$ cat config.mk
export PLATFORM = sky130hd
export DESIGN_NAME = cost_rom_arbiter
export DESIGN_NICKNAME = d
export VERILOG_FILES = /design/src/rtl/cost_rom_arbiter.sv
export SDC_FILE = /design/constraint.sdc
export NUM_CORES = 1
export LEC_CHECK = 0
export ABC_AREA = 1
export BUFFER_PORTS_ARGS = -buffer_cell sky130_fd_sc_hd__buf_2
export CAP_MARGIN = 20
export CORE_MARGIN = 1
export CORE_UTILIZATION = 45
export CTS_CLUSTER_SIZE = 20
export DETAILED_ROUTE_END_ITERATION = 8
export GPL_ROUTABILITY_DRIVEN = 0
export PLACE_DENSITY = 0.84
export SLEW_MARGIN = 15
export SYNTH_ARGS = -nofsm -noshare
export SYNTH_HDL_FRONTEND = slang
export SYNTH_SLANG_ARGS = --single-unit
$ cat constraint.sdc
create_clock -name CLK -period 1.4 [get_ports CLK]
set_input_delay 0.07 -clock CLK [delete_from_list [all_inputs] [get_ports CLK]]
set_output_delay 0.07 -clock CLK [all_outputs]
set_load 0.005 [all_outputs]
$ cat src/rtl/cost_rom_arbiter.sv
// Two-requester round-robin arbiter sharing one cost-memory read port, with
// burst locking, owner idle timeout and a tag pipeline that routes returned costs.
module cost_rom_arbiter #(
   parameter int LAT     = 1,
   parameter int TIMEOUT = 15
) (
   input  logic       CLK,
   input  logic       RST,
   input  logic       R0_REQ,
   input  logic [2:0] R0_W,
   input  logic [2:0] R0_J,
   input  logic       R0_LAST,
   output logic       R0_GNT,
   output logic       R0_VLD,
   output logic [6:0] R0_COST,
   input  logic       R1_REQ,
   input  logic [2:0] R1_W,
   input  logic [2:0] R1_J,
   input  logic       R1_LAST,
   output logic       R1_GNT,
   output logic       R1_VLD,
   output logic [6:0] R1_COST,
   output logic [2:0] W,
   output logic [2:0] J,
   output logic       RD,
   input  logic [6:0] Cost,
   output logic       BUSY
);

   typedef enum logic [1:0] {IDLE = 2'd0, OWN0 = 2'd1, OWN1 = 2'd2} state_t;

   localparam logic [7:0] TO = 8'(TIMEOUT);

   state_t       state_r;
   logic         rr_r;
   logic [7:0]   idle_cnt_r;
   logic [LAT:0] tag_v_r;
   logic [LAT:0] tag_id_r;
   logic         gnt0_s;
   logic         gnt1_s;
   logic         acc_s;
   logic         acc_id_s;
   logic         acc_last_s;
   logic         owner_s;
   logic [2:0]   acc_w_s;
   logic [2:0]   acc_j_s;

   // Grant decision: round-robin when unlocked, owner-only while a burst holds the lock
   always_comb begin
      gnt0_s = 1'b0;
      gnt1_s = 1'b0;
      if (RST) begin
         gnt0_s = 1'b0;
         gnt1_s = 1'b0;
      end else begin
         case (state_r)
            IDLE: begin
               gnt0_s = R0_REQ & (~R1_REQ | ~rr_r);
               gnt1_s = R1_REQ & (~R0_REQ | rr_r);
            end
            OWN0:    gnt0_s = R0_REQ;
            OWN1:    gnt1_s = R1_REQ;
            default: begin
               gnt0_s = 1'b0;
               gnt1_s = 1'b0;
            end
         endcase
      end
   end

   assign R0_GNT     = gnt0_s;
   assign R1_GNT     = gnt1_s;
   assign acc_s      = gnt0_s | gnt1_s;
   assign acc_id_s   = gnt1_s;
   assign acc_last_s = gnt1_s ? R1_LAST : R0_LAST;
   assign acc_w_s    = gnt1_s ? R1_W : R0_W;
   assign acc_j_s    = gnt1_s ? R1_J : R0_J;
   assign owner_s    = (state_r == OWN1);

   // Lock state, round-robin pointer and owner idle timeout
   always_ff @(posedge CLK) begin
      if (RST) begin
         state_r    <= IDLE;
         rr_r       <= 1'b0;
         idle_cnt_r <= 8'd0;
      end else begin
         case (state_r)
            IDLE: begin
               idle_cnt_r <= 8'd0;
               if (acc_s) begin
                  if (acc_last_s) begin
                     rr_r <= ~acc_id_s;
                  end else begin
                     state_r <= acc_id_s ? OWN1 : OWN0;
                  end
               end
            end
            OWN0, OWN1: begin
               if (acc_s) begin
                  idle_cnt_r <= 8'd0;
                  if (acc_last_s) begin
                     state_r <= IDLE;
                     rr_r    <= ~acc_id_s;
                  end
               end else if ((TO != 8'd0) && (idle_cnt_r == TO - 8'd1)) begin
                  // A stalled owner gives up the lock and the other side is preferred next
                  state_r    <= IDLE;
                  rr_r       <= ~owner_s;
                  idle_cnt_r <= 8'd0;
               end else if (TO != 8'd0) begin
                  idle_cnt_r <= idle_cnt_r + 8'd1;
               end
            end
            default: begin
               state_r    <= IDLE;
               idle_cnt_r <= 8'd0;
            end
         endcase
      end
   end

   // Memory request registers, tag pipeline and per-requester return registers
   always_ff @(posedge CLK) begin
      if (RST) begin
         W        <= 3'd0;
         J        <= 3'd0;
         RD       <= 1'b0;
         BUSY     <= 1'b0;
         tag_v_r  <= '0;
         tag_id_r <= '0;
         R0_VLD   <= 1'b0;
         R1_VLD   <= 1'b0;
         R0_COST  <= 7'd0;
         R1_COST  <= 7'd0;
      end else begin
         RD <= acc_s;
         if (acc_s) begin
            W <= acc_w_s;
            J <= acc_j_s;
         end
         // Stage LAT lines up with the cycle in which Cost carries that read's data
         tag_v_r  <= {tag_v_r[LAT-1:0], acc_s};
         tag_id_r <= {tag_id_r[LAT-1:0], acc_id_s};
         BUSY     <= (state_r != IDLE) | acc_s | (|tag_v_r);
         R0_VLD   <= tag_v_r[LAT] & ~tag_id_r[LAT];
         R1_VLD   <= tag_v_r[LAT] & tag_id_r[LAT];
         if (tag_v_r[LAT] && !tag_id_r[LAT]) begin
            R0_COST <= Cost;
         end
         if (tag_v_r[LAT] && tag_id_r[LAT]) begin
            R1_COST <= Cost;
         end
      end
   end

endmodule
======== Yosys cells after proc, flatten, opt, wreduce, memory -nomap -nowiden ========
Index checks and enable logic that the tools add are counted.
storage, ports and cells
  word-level logic and storage cells ...... 67
  output and inout port bits .............. 26
  register bits after elaboration ......... 39
cells by class
  reductions and logical operators ........ 11
  add/sub/neg operators ................... 1
  equal/unequal tests ..................... 7
  bitwise operators ....................... 16
  multiplexer cells ....................... 19
operators by type and width
  operator                                                         number
  2-bit two-way mux                                                6
  8-bit by 1-bit adder with 8-bit output, second input constant    1
  8-bit by 4-bit == test with 1-bit output, second input constant  1
  1-bit two-way mux                                                7
  1-bit NOT                                                        7
  3-bit two-way mux                                                2
  3-bit inequality test, second input constant                     2
  1-bit case mux with 2 select lines                               3
  1-bit OR                                                         5
  1-bit AND                                                        4
  2-bit inequality test, second input constant                     2
  2-bit case mux with 2 select lines                               1
  4-bit AND reduction                                              1
  2-bit nonzero test                                               2
  2-bit OR reduction                                               2
  4-bit OR reduction                                               1
  3-bit AND reduction                                              1
  2-bit by 1-bit == test with 1-bit output, second input constant  1
  2-bit == test, second input constant                             1
  1-bit logical AND                                                2
  2-bit logical NOT                                                1
  1-bit logical NOT                                                1

======== Longest topological paths before layout ========
  word-level depth ........................ 9
  mapped depth ............................ 14
  depth with buffers taken out ............ 14

======== Worst setup path before layout ========
No wires, ideal clock.
  kind .................................... reg2reg
  from .................................... reg state_r[0]
  to ...................................... reg rr_r
  data required time ...................... 1289 ps
  arrival time ............................ 1341 ps
  stages on the path, launching flop included .. 13
  buffers on the path ..................... 1
  setup slack ............................. -52 ps
  clock period less this slack ............ 1452 ps
  library setup time ...................... 111 ps
  cells stage by stage .................... dfxtp_1 -> inv_1 -> ha_1 -> nand2_1 -> nand2_2 -> nand2_2 -> buf_6 -> o21ai_0 -> nand3_1 -> nand2_1 -> nand2_1 -> inv_1 -> nor2_1
between the ends
  longest elaborated chain between the ends .. 7
  elaborated cells on any way between the ends .. 21
  those cells by class .................... 4 x eq/ne; 10 x mux; 3 x bitwise; 4 x reduce/logical
RTL lines
  what                                                       RTL line     source
  start: declaration                                         34           state_t state_r;
  start signal: assignment                                   94           state_r <= acc_id_s ? OWN1 : OWN0;
  2-bit == test / 2-bit logical NOT (equally long branches)  56, 78, 87
  1-bit case mux with 2 select lines                         56           case (state_r)
  1-bit two-way mux                                          52           if (RST) begin
  1-bit two-way mux / 1-bit NOT (equally long branches)      75, 92, 103
  1-bit two-way mux                                          91, 101
  1-bit two-way mux (on tied branches)                       99, 90
  1-bit case mux with 2 select lines                         87           case (state_r)
  end signal: assignment                                     92           rr_r <= ~acc_id_s;
  end signal: assignment                                     103          rr_r <= ~acc_id_s;
  end signal: assignment                                     108          rr_r <= ~owner_s;
  end: declaration                                           35           logic rr_r;
Parallel ways exist; a longest one is shown, timed or not. The select of a mux whose other input is x is not followed.
A chain may end at the register's enable or synchronous reset.

======== Worst setup path after layout ========
  from .................................... reg state_r[0]
  to ...................................... reg BUSY
between the ends
  longest elaborated chain between the ends .. 6
  elaborated cells on any way between the ends .. 11
  those cells by class .................... 2 x eq/ne; 4 x mux; 3 x bitwise; 2 x reduce/logical
RTL lines
  what                                                                    RTL line  source
  2-bit by 1-bit == test with 1-bit output, or another cell as far along  56
  1-bit case mux with 2 select lines                                      56
  1-bit two-way mux                                                       52
  1-bit OR                                                                73        assign acc_s = gnt0_s | gnt1_s;
  1-bit OR (*) (2 in a row)                                               144       BUSY <= (state_r != IDLE) | acc_s | (|tag_v_r);
  end signal: assignment                                                  144
  end: declaration                                                        27        output logic BUSY
Every way passes the cells marked *; elsewhere a longest branch is shown, timed or not.

==> metrics.md <==
| Metric | Value |
|---|---|
| Clock root cell | `clkbuf_4` |
| Placement Cell Area | `0.002032 sq mm` |
| Longest Clk Path Bufs | `2` |
| First-pass GRT wire length | `6.589 mm` |
| Worst path required time | `1.63 ns` |
| Vias per cell | `4.816` |
| Rows | `21` |
| Initial antenna violation count | `0` |
| Vias | `1729` |
| CP arrival | `1.91 ns` |
| Die ar. | `0.003905 sq mm` |
| Hold Path Origin | `R1_J[1]` |
| XOR/XNOR Fraction of Synth Area | `1.596%` |
| Worst-case hold path end point | `J[1]` |
| RSZ-0062 raised after global routing | `yes` |
| Share of cells above drive strength 1 | `36.74%` |
| Core ar. | `0.003416 sq mm` |
| DP HPWL | `2.456 mm` |
| Synth cell types | `22` |
| Final period util | `120.0%` |
| # DRC | `0` |
| Remaining antenna violation count | `0` |
| Synth warn | `0` |
| Worst hold path type | `input port to flip-flop` |
| Post-synth top area cell | `dfxtp_1` |
| Fillers | `254` |
| Worst skew pair latency | `0.35 ns` |
| WHS Path Cells | `3` |
| Worst hold margin | `0.008061 ns` |
| Reg2reg path depth | `9` |
| Final WL | `4.290 mm` |
| Post-synth net total | `260` |
| P_leak | `1.182 nW` |
| Startpoint Class | `flip-flop` |
| Simple-gate portion of the synthesized area | `30.02%` |
| Clk pin slew, worst setup/hold paths | `0.11 ns` |
| Max_cap viols | `0` |
| Least-Margin Pin Slew | `0.3629 ns` |
| Maximum vdd drop | `1149 uV` |
| Die Wd | `62.49 microns` |
| Power per Cell Area | `1649 mW/mm^2` |
| FF-to-FF End | `BUSY` |
| Top delay family on crit path | `simple AND/OR/NAND/NOR gates` |
| WS Path Type | `flip-flop to flip-flop` |
| Starting density of the core | `48.21%` |
| Clock sink count | `38` |
| Sequential fraction of the synthesis area | `46.20%` |
| Worst path max stage delay | `0.37 ns` |
| CTS Buf Count | `5` |
| Compound-cell area share of the yosys netlist | `9.574%` |
| Crit path from | `state_r[0]` |
| GRT Overall Usage | `21.51%` |
| Post-Syn Area | `0.001647 sq mm` |
| Maximum operating frequency | `595.4 MHz` |
| Crit Reg-Reg Startpoint | `state_r[0]` |
| Final non-filler cell total | `359` |
| Failing checks | `negative setup slack` |
| Port-buffer cells | `50` |
| Cells after DPL | `333` |
| Post-synthesis adder-cell area fraction | `3.799%` |
| Nets | `342` |
| Mux cell area share after synthesis | `0%` |
| Worst Path Buf+Inv | `3` |
| Routed WL per cell | `11.95 microns` |
| Top Ports | `51` |
| Vias in the first global route | `1549` |
| Syn Area/Cell | `7.159 sq um` |
| Final setup vio count | `20` |
| Crit. End Element | `flip-flop` |
| Area grow syn2layout | `45.52%` |
| Top cell by count, worst path | `nand2_1` |
| GRT overflow | `0` |
| Fin util | `70.15%` |
| H-tree levels | `2` |
| CP Cell Sequence | `inv_4 -> ha_4 -> nand2_1 -> nand2_1 -> nand2_2 -> nand3_1 -> buf_4 -> o31ai_1 -> inv_1` |
| Slew Viols, Final | `0` |
| Worst-path maximum fanout | `4` |
| Share of the synthesized area in the top cell type | `46.20%` |
| Reg-to-reg setup timing slack | `-0.28 ns` |
| Post-Syn Instances | `230` |
| Slowest cell on crit path | `dfxtp_2` |
| Skew final | `0.008595 ns` |
| Die Height | `62.49 microns` |
| CTS tree | `done` |
| Iter 0 DRT Violations | `146` |
| Largest net degree at the start of global routing | `15` |
| Crit path time final | `1.680 ns` |
| Place WS | `-0.1402 ns` |
| Synth area leaders | `dfxtp_1 (46%), nor2_1 (14%), nand2_1 (9.1%)` |
| Status | `complete, but fails checks` |
| Seq cells post-synth | `38` |
| Drt pass-1 iters | `5` |
| Final setup margin | `-0.2796 ns` |
| Antenna Cells | `0` |
| Largest family of logic cells by synthesized area | `simple AND/OR/NAND/NOR gates` |
| Final hold vios | `0` |
| Design area | `0.002396 sq mm` |
| Slew HR | `75.60%` |
==> sequential cells by signal, indices dropped and copies added (netlist names) <==
| name | cells |
|---|---|
| BUSY | 1 |
| R1_VLD | 1 |
| idle_cnt_r | 8 |
| state_r | 2 |
| R1_COST | 7 |
| tag_id_r | 2 |
| J | 3 |
| W | 3 |
| R0_COST | 7 |
| tag_v_r | 2 |
| R0_VLD | 1 |
| rr_r | 1 |
==> cells in the mapped netlist (all sizes together) <==
cell	number
xor2	2
xnor2	1
nor2	62
nand2	43
inv	30
nand3	10
nor3	1
or2	1
nand4	1
o21ai	22
nor3b	1
o31ai	1
ha	5
a21oi	8
dfxtp	38
clkbuf	2
buf	2
==> layout make-up <==
class	count	area [sq um]	area share [%]
clock buffers	7	55.05	2.298
well taps	46	57.56	2.402
flip-flops and latches	38	767.0	32.01
inverters	30	125.1	5.222
clock inverters	1	5.005	0.2089
repair buffers	79	528.0	22.04
multi-input cells	158	858.3	35.82
==> cell usage in the layout, fill, tap and decap left out, drive strengths merged, types with 7 or more instances in the layout <==
| cell | netlist | routed |
|---|---|---|
| inv | 30 | 30 |
| dlygate4sd3 | 0 | 10 |
| o21ai | 22 | 22 |
| clkbuf | 2 | 7 |
| nand3 | 10 | 10 |
| nand2 | 43 | 43 |
| nor2 | 62 | 62 |
| a21oi | 8 | 8 |
| dfxtp | 38 | 38 |
| buf | 2 | 69 |
==> how the worst max path moves through the flow <==
stage	endpoint	cells after the start
3_5_place_dp	W[0]	11
3_3_place_gp	W[0]	11
2_1_floorplan	rr_r	14
5_1_grt	BUSY	9
4_1_cts	R1_GNT	8
6_report	BUSY	9
==> what timing repair did <==
action	CTS	global route
cloned	0	1
resized for setup	23	25
pin swaps	6	8
hold buffers	10	0
buffers inserted	4	3
hold endpoints to repair	14	0
setup endpoints to repair	20	20
==> metal layers <==
layer | GRT usage [%] | wire length [microns] | vias up
met5 | 0 | 0 | -
met4 | 11.05 | 167 | 0
met3 | 5.109 | 190 | 18
met2 | 37.64 | 2184 | 55
met1 | 24.09 | 1747 | 778
li1 | - | - | 878
==> report_power, final <==
part	internal, W	switching [W]	total, W
logic	0.000874	0.00110	0.00197
registers	0.00127	0.000102	0.00137
clock network	0.000243	0.000365	0.000608
total	0.00239	0.00156	0.00395
==> worst min-delay path, stage by stage <==
cell and delay (ns):
buf_2 0.07, o21ai_1 0.06, a21oi_1 0.13
==> cells by family (layout without fill, tap and decap cells) <==
family,Yosys count,in the layout
AND/OR/NAND/NOR,119,119
adder cells (fa/ha/maj),5,5
buffers and inverters,34,117
AO/OA/AOI/OAI,31,31
flip-flops,38,38
XOR/XNOR,3,3
==> stage by stage <==
| step | setup TNS (ns) | power, W |
|---|---|---|
| after floorplan | 0 | 0.002337 |
| after global placement | -0.6486 | 0.002739 |
| after detailed placement | -1.514 | 0.002773 |
| after CTS | -0.9332 | 0.003634 |
| after global routing | -3.751 | 0.004213 |
| final | -1.894 | 0.003950 |
No activity file was read; power rests on OpenSTA's default activity.
